## config.mk

```make
export PLATFORM = sky130hd
export DESIGN_NAME = moore_1101_frame_tx
export DESIGN_NICKNAME = d
export VERILOG_FILES = /design/src/rtl/moore_1101_pkg.sv /design/src/rtl/moore_1101_frame_tx_piso_shift.sv /design/src/rtl/moore_1101_frame_tx.sv
export SDC_FILE = /design/constraint.sdc
export NUM_CORES = 1
export LEC_CHECK = 0
export ABC_AREA = 1
export CORE_MARGIN = 4
export CORE_UTILIZATION = 35
export DETAILED_ROUTE_END_ITERATION = 7
export PLACE_DENSITY = 0.53
export SLEW_MARGIN = 10
export SYNTH_ARGS = -nofsm -noshare
export SYNTH_HDL_FRONTEND = slang
export SYNTH_SLANG_ARGS = --single-unit
```

## constraint.sdc

```tcl
create_clock -name clk -period 1.4 [get_ports clk]
set_input_delay 0.21 -clock clk [delete_from_list [all_inputs] [get_ports clk]]
set_output_delay 0.21 -clock clk [all_outputs]
set_load 0.01 [all_outputs]
```

## src/rtl/moore_1101_pkg.sv

```systemverilog
// Constants and state encoding shared by the 1101 frame transmitter and detector.
package moore_1101_pkg;

    typedef enum logic [1:0] {
        IDLE = 2'd0,
        PRE  = 2'd1,
        DATA = 2'd2,
        GAP  = 2'd3
    } state_t;

    localparam logic [3:0] PREAMBLE = 4'b1101;
    localparam int         PRE_LEN  = 4;

    // Bit counter must reach the longest phase: payload, gap or preamble.
    function automatic int cnt_width(input int data_w, input int gap_len);
        int longest;
        longest = (data_w > gap_len) ? data_w : gap_len;
        if (longest < PRE_LEN)
            longest = PRE_LEN;
        return $clog2(longest);
    endfunction

endpackage

```

## src/rtl/moore_1101_frame_tx_piso_shift.sv

```systemverilog
// Parallel-load, shift-left register; exposes the current MSB and the MSB after the next shift.
module piso_shift #(
    parameter int DATA_W = 8
) (
    input  logic              clk,
    input  logic              reset_n,
    input  logic              load,
    input  logic              shift,
    input  logic [DATA_W-1:0] data,
    output logic              msb,
    output logic              next_msb
);

    logic [DATA_W-1:0] sreg;

    always_ff @(posedge clk or negedge reset_n) begin
        if (!reset_n)
            sreg <= '0;
        else if (load)
            sreg <= data;
        else if (shift)
            sreg <= sreg << 1;
    end

    assign msb = sreg[DATA_W-1];

    // Lets the registered line output present the following bit in the same edge as the shift.
    generate
        if (DATA_W > 1) begin : g_wide
            assign next_msb = sreg[DATA_W-2];
        end else begin : g_single
            assign next_msb = 1'b0;
        end
    endgenerate

endmodule

```

## src/rtl/moore_1101_frame_tx.sv

```systemverilog
// Serial frame transmitter: preamble 1101, MSB-first payload, then GAP idle zeros.
//
//   state | meaning
//   IDLE  | line at 0, tx_ready high, waiting for tx_valid
//   PRE   | sending preamble bits 1,1,0,1
//   DATA  | sending payload, MSB first
//   GAP   | sending GAP trailing zeros before returning to IDLE
module moore_1101_frame_tx #(
    parameter int DATA_W = 8,
    parameter int GAP    = 2
) (
    input  logic              clk,
    input  logic              reset_n,
    input  logic [DATA_W-1:0] tx_data,
    input  logic              tx_valid,
    output logic              tx_ready,
    output logic              x_out,
    output logic              busy,
    output logic              frame_done
);

    import moore_1101_pkg::*;

    localparam int         CNT_W    = cnt_width(DATA_W, GAP);
    localparam logic [1:0] PRE_TOP  = 2'(PRE_LEN - 1);
    localparam logic [1:0] PRE_NEXT = 2'(PRE_LEN - 2);

    state_t           state;
    logic [CNT_W-1:0] cnt;
    logic             accept;
    logic             sh_load;
    logic             sh_shift;
    logic             sh_msb;
    logic             sh_next_msb;
    logic [1:0]       pre_idx;

    assign accept   = tx_valid && tx_ready;
    assign sh_load  = (state == IDLE) && accept;
    assign sh_shift = (state == DATA);
    assign pre_idx  = PRE_NEXT - cnt[1:0];

    piso_shift #(
        .DATA_W (DATA_W)
    ) u_piso_shift (
        .clk      (clk),
        .reset_n  (reset_n),
        .load     (sh_load),
        .shift    (sh_shift),
        .data     (tx_data),
        .msb      (sh_msb),
        .next_msb (sh_next_msb)
    );

    // Outputs are registered alongside the state so each cycle shows the bit of its own state.
    always_ff @(posedge clk or negedge reset_n) begin
        if (!reset_n) begin
            state      <= IDLE;
            cnt        <= '0;
            x_out      <= 1'b0;
            tx_ready   <= 1'b1;
            busy       <= 1'b0;
            frame_done <= 1'b0;
        end else begin
            frame_done <= 1'b0;
            case (state)
                IDLE: begin
                    if (accept) begin
                        state    <= PRE;
                        cnt      <= '0;
                        x_out    <= PREAMBLE[PRE_TOP];
                        tx_ready <= 1'b0;
                        busy     <= 1'b1;
                    end
                end
                PRE: begin
                    if (cnt == CNT_W'(PRE_LEN - 1)) begin
                        state <= DATA;
                        cnt   <= '0;
                        x_out <= sh_msb;
                    end else begin
                        cnt   <= cnt + CNT_W'(1);
                        x_out <= PREAMBLE[pre_idx];
                    end
                end
                DATA: begin
                    if (cnt == CNT_W'(DATA_W - 1)) begin
                        state <= moore_1101_pkg::GAP;
                        cnt   <= '0;
                        x_out <= 1'b0;
                    end else begin
                        cnt   <= cnt + CNT_W'(1);
                        x_out <= sh_next_msb;
                    end
                end
                moore_1101_pkg::GAP: begin
                    x_out <= 1'b0;
                    if (cnt == CNT_W'(GAP - 1)) begin
                        state      <= IDLE;
                        cnt        <= '0;
                        tx_ready   <= 1'b1;
                        busy       <= 1'b0;
                        frame_done <= 1'b1;
                    end else begin
                        cnt <= cnt + CNT_W'(1);
                    end
                end
                default: begin
                    state    <= IDLE;
                    cnt      <= '0;
                    x_out    <= 1'b0;
                    tx_ready <= 1'b1;
                    busy     <= 1'b0;
                end
            endcase
        end
    end

endmodule

```

==> impl_metrics.csv <==
group,metric,value,unit
finish,fin_util,0.4795,
grt,antenna_found_initial,0,
pwr,power_leakage,0.6080,nW
worst_setup_path,critPathLaunch,"tx_ready$_DFFE_PN1P_",
routing,vias,843,
yosys,synthesis.area,978.4,um^2
timing,hold_viol,0,
timing,fin_skew,0.006564,ns
yosys,ys_warn_count,0,
routing,drc,0,
pwr,irDropWorstVdd,0.4901,mV
timing,hold_ws,0.2218,ns
worst_setup_path,critPathSlowestCell,"dfstp_2",
timing,period_needed,1.344,ns
worst_setup_path,reg2reg_from,"cnt[0]$_DFFE_PN0P_",
worst_setup_path,crit_arrival,1.13,ns
placement,place_inst,166,
worst_setup_path,path_cells,"dlygate4sd2_1",
grt,top_usage_layer,"met2",
pwr,power.share.sequential,0.614,
yosys,ys_types,19,
worst_setup_path,critPathBufInv,1,
grt,met3_usage,0.04255,
pwr,swShare,0.2143,
timing,finalSetupViolations,0,
timing,rsz0062_at_grt,"yes",
timing,worst_pin_slew,0.2291,ns
clock_tree,clockBufferDepth,2,
finish,layout.cells.non_filler,171,
clock_tree,cts_num_sinks,17,
routing,drtIter0Drc,30,
grt,grt_pass1_vias,739,
run_status,status,"completed",
worst_setup_path,r2r-end,"cnt[2]$_DFFE_PN0P_",
hold_path,worst_hold_path_type,"in -> async",
routing,antenna_left,0,
timing,max_freq,0.7443,GHz
timing,finalSetupTns,0,ns
yosys,synth.avg_cell_area,8.086,um^2
worst_setup_path,cp_max_fo,4,
clock_tree,cts_root_buf,"clkbuf_4",
worst_setup_path,cp-start-kind,"flop",
clock_tree,cts_made_buffers,3,
timing,maxSlewViolCount,0,
placement,gp_congestion,0.8044,
timing,period_share,0.9597,
die,die_w,60.87,um
pwr,combPwrFrac,0.049,
die,ioPinCount,15,
pwr,power_frac_clock,0.336,
clock_tree,cts_max_level,1,
worst_setup_path,regToRegSetupSlack,0.10,ns
die,die_y,60.87,um
die,initial_core_util,0.3811,
clock_tree,clk_latency,0.30,ns
grt,use_met2,0.1908,
yosys,ys_ff_latch,17,
worst_setup_path,cp.depth,1,
die,placementRows,18,
grt,grt_pass1_wl,3353,um
placement,dp_slack,-0.001694,ns
finish,drive_above_1_share,0.2128,
pwr,p_int,627.8,uW
finish,final_nets,162,
routing,via_per_inst,4.930,
grt,grt_max_degree,18,
routing,routedWlPerCell,12.29,um
grt,grtUsageTotal,0.1246,
finish,final_cell_mix,"31 x nand2_1, 19 x nand3_1, 16 x dfrtp_1, 10 x clkdlybuf4s50_1",
yosys,yosysSeqAreaShare,0.4361,
timing,fin_ws,0.05644,ns
clock_tree,cts_tree,"done",
yosys,synth_cells,121,
worst_setup_path,critPathTopFamily,"flip-flops",
finish,num_antenna_cells,0,
routing,first_pass_iters,4,
worst_setup_path,endpoint_kind,"primary output",
die,die_area,3705,um^2
grt,grt_overflow_total,0,
die,core_region_area,2567,um^2
worst_setup_path,crit_type,"reg -> out",
pwr,power-per-cell-area,648.9,nW/um^2
worst_setup_path,crit_required,1.19,ns
worst_setup_path,ff2ff_path_depth,8,
clock_tree,clk_pin_slew,0.10,ns
finish,synthToLayoutAreaGrowth,25.83,%
flow_run,cap_violations,0,
pwr,p_sw,171.2,uW
worst_setup_path,max_stage_delay,0.57,ns
timing,relSlewSlack,0.8472,
placement,io_buffers,14,
finish,final_common_cell,"nand2_1",
worst_setup_path,crit_end,"tx_ready",
grt,grt_use_met1,0.1586,
placement,hpwl,1578,um
routing,finalWirelength,2102,um
yosys,synthesis.nets,141,
-- synthesized netlist by cell type --
master | count | area, um^2
a21oi_1 | 1 | 5.000
a31oi_1 | 1 | 6.260
buf_2 | 1 | 5.000
buf_6 | 1 | 11.26
dfrtp_1 | 16 | 400.4
dfstp_2 | 1 | 26.28
ha_1 | 9 | 112.6
inv_1 | 12 | 45.04
inv_2 | 2 | 7.510
nand2_1 | 33 | 123.9
nand2_2 | 5 | 31.28
nand3_1 | 21 | 105.1
nand3_2 | 2 | 20.02
nor2_1 | 7 | 26.28
nor2_2 | 1 | 6.260
o211ai_1 | 2 | 15.01
o21ai_0 | 3 | 15.01
o21ai_1 | 2 | 10.01
or2_1 | 1 | 6.260
-- cell families after synthesis --
group	after synthesis	synth area share
AO/OA/AOI/OAI	9	0.05242
adder cells (fa/ha/maj)	9	0.1151
buffers and inverters	16	0.07033
flip-flops	17	0.4361
AND/OR/NAND/NOR	70	0.3261
-- what timing repair did --
action                                  in CTS  in global routing
resized for setup                            4                 13
hold buffers                                 0                  0
endpoints found under the setup margin       4                 14
pin swaps                                    0                  5
setup buffers                                0                  1
-- worst min path at each step --
stage / to / startpoint / cells past startpoint / slack [ns]
2_1_floorplan: busy$_DFFE_PN0P_ / reset_n / 0 / -0.09
3_3_place_gp: busy$_DFFE_PN0P_ / busy$_DFFE_PN0P_ / 2 / 0.48
3_5_place_dp: tx_ready$_DFFE_PN1P_ / tx_ready$_DFFE_PN1P_ / 2 / 0.49
4_1_cts: frame_done$_DFF_PN0_ / reset_n / 2 / 0.22
5_1_grt: frame_done$_DFF_PN0_ / reset_n / 2 / 0.24
6_report: frame_done$_DFF_PN0_ / reset_n / 2 / 0.22
-- stage by stage --
step	total power [mW]	instance area [um^2]
finish	0.7989	1231
floorplan	0.5005	978.4
CTS	0.8171	1185
detailed placement	0.5412	1162
global route	0.8271	1231
global placement	0.5411	1162
-- flip-flops by register name (all words and copies together), names as in the netlist --
register           count
u_piso_shift.sreg      8
cnt                    3
state                  2
busy                   1
frame_done             1
tx_ready               1
x_out                  1
-- power by group through the flow --
stage | registers [mW] | logic (mW) | clock network (mW)
after CTS | 0.491 | 0.0411 | 0.285
after global routing | 0.491 | 0.0438 | 0.292
after floorplan | 0.500 | 0.0000151 | 0
after global placement | 0.500 | 0.0407 | 0
final | 0.491 | 0.0395 | 0.269
after detailed placement | 0.500 | 0.0409 | 0
-- worst register-to-register path, delay by kind of cell (launching register included) --
kind	cells	cell delay, ns
and+or+nand+nor	4	0.24
buffers and inverters	2	0.08
adders and majority gates	2	0.45
DFF	1	0.43
-- layer usage --
| metal | up-vias | share of wire |
|---|---|---|
| met5 | - | 0 |
| met1 | 392 | 0.46 |
| li1 | 429 | - |
| met4 | 0 | 0.011 |
| met2 | 20 | 0.45 |
| met3 | 2 | 0.072 |
-- cell type report --
type	instances	area, um^2
multi-input combinational	88	515.5
tap	30	37.54
inverter	14	52.55
clock buffer	4	26.28
fill	268	1336
sequential	17	426.7
timing repair buffer	18	172.7
(Power assumes the default switching activity.)
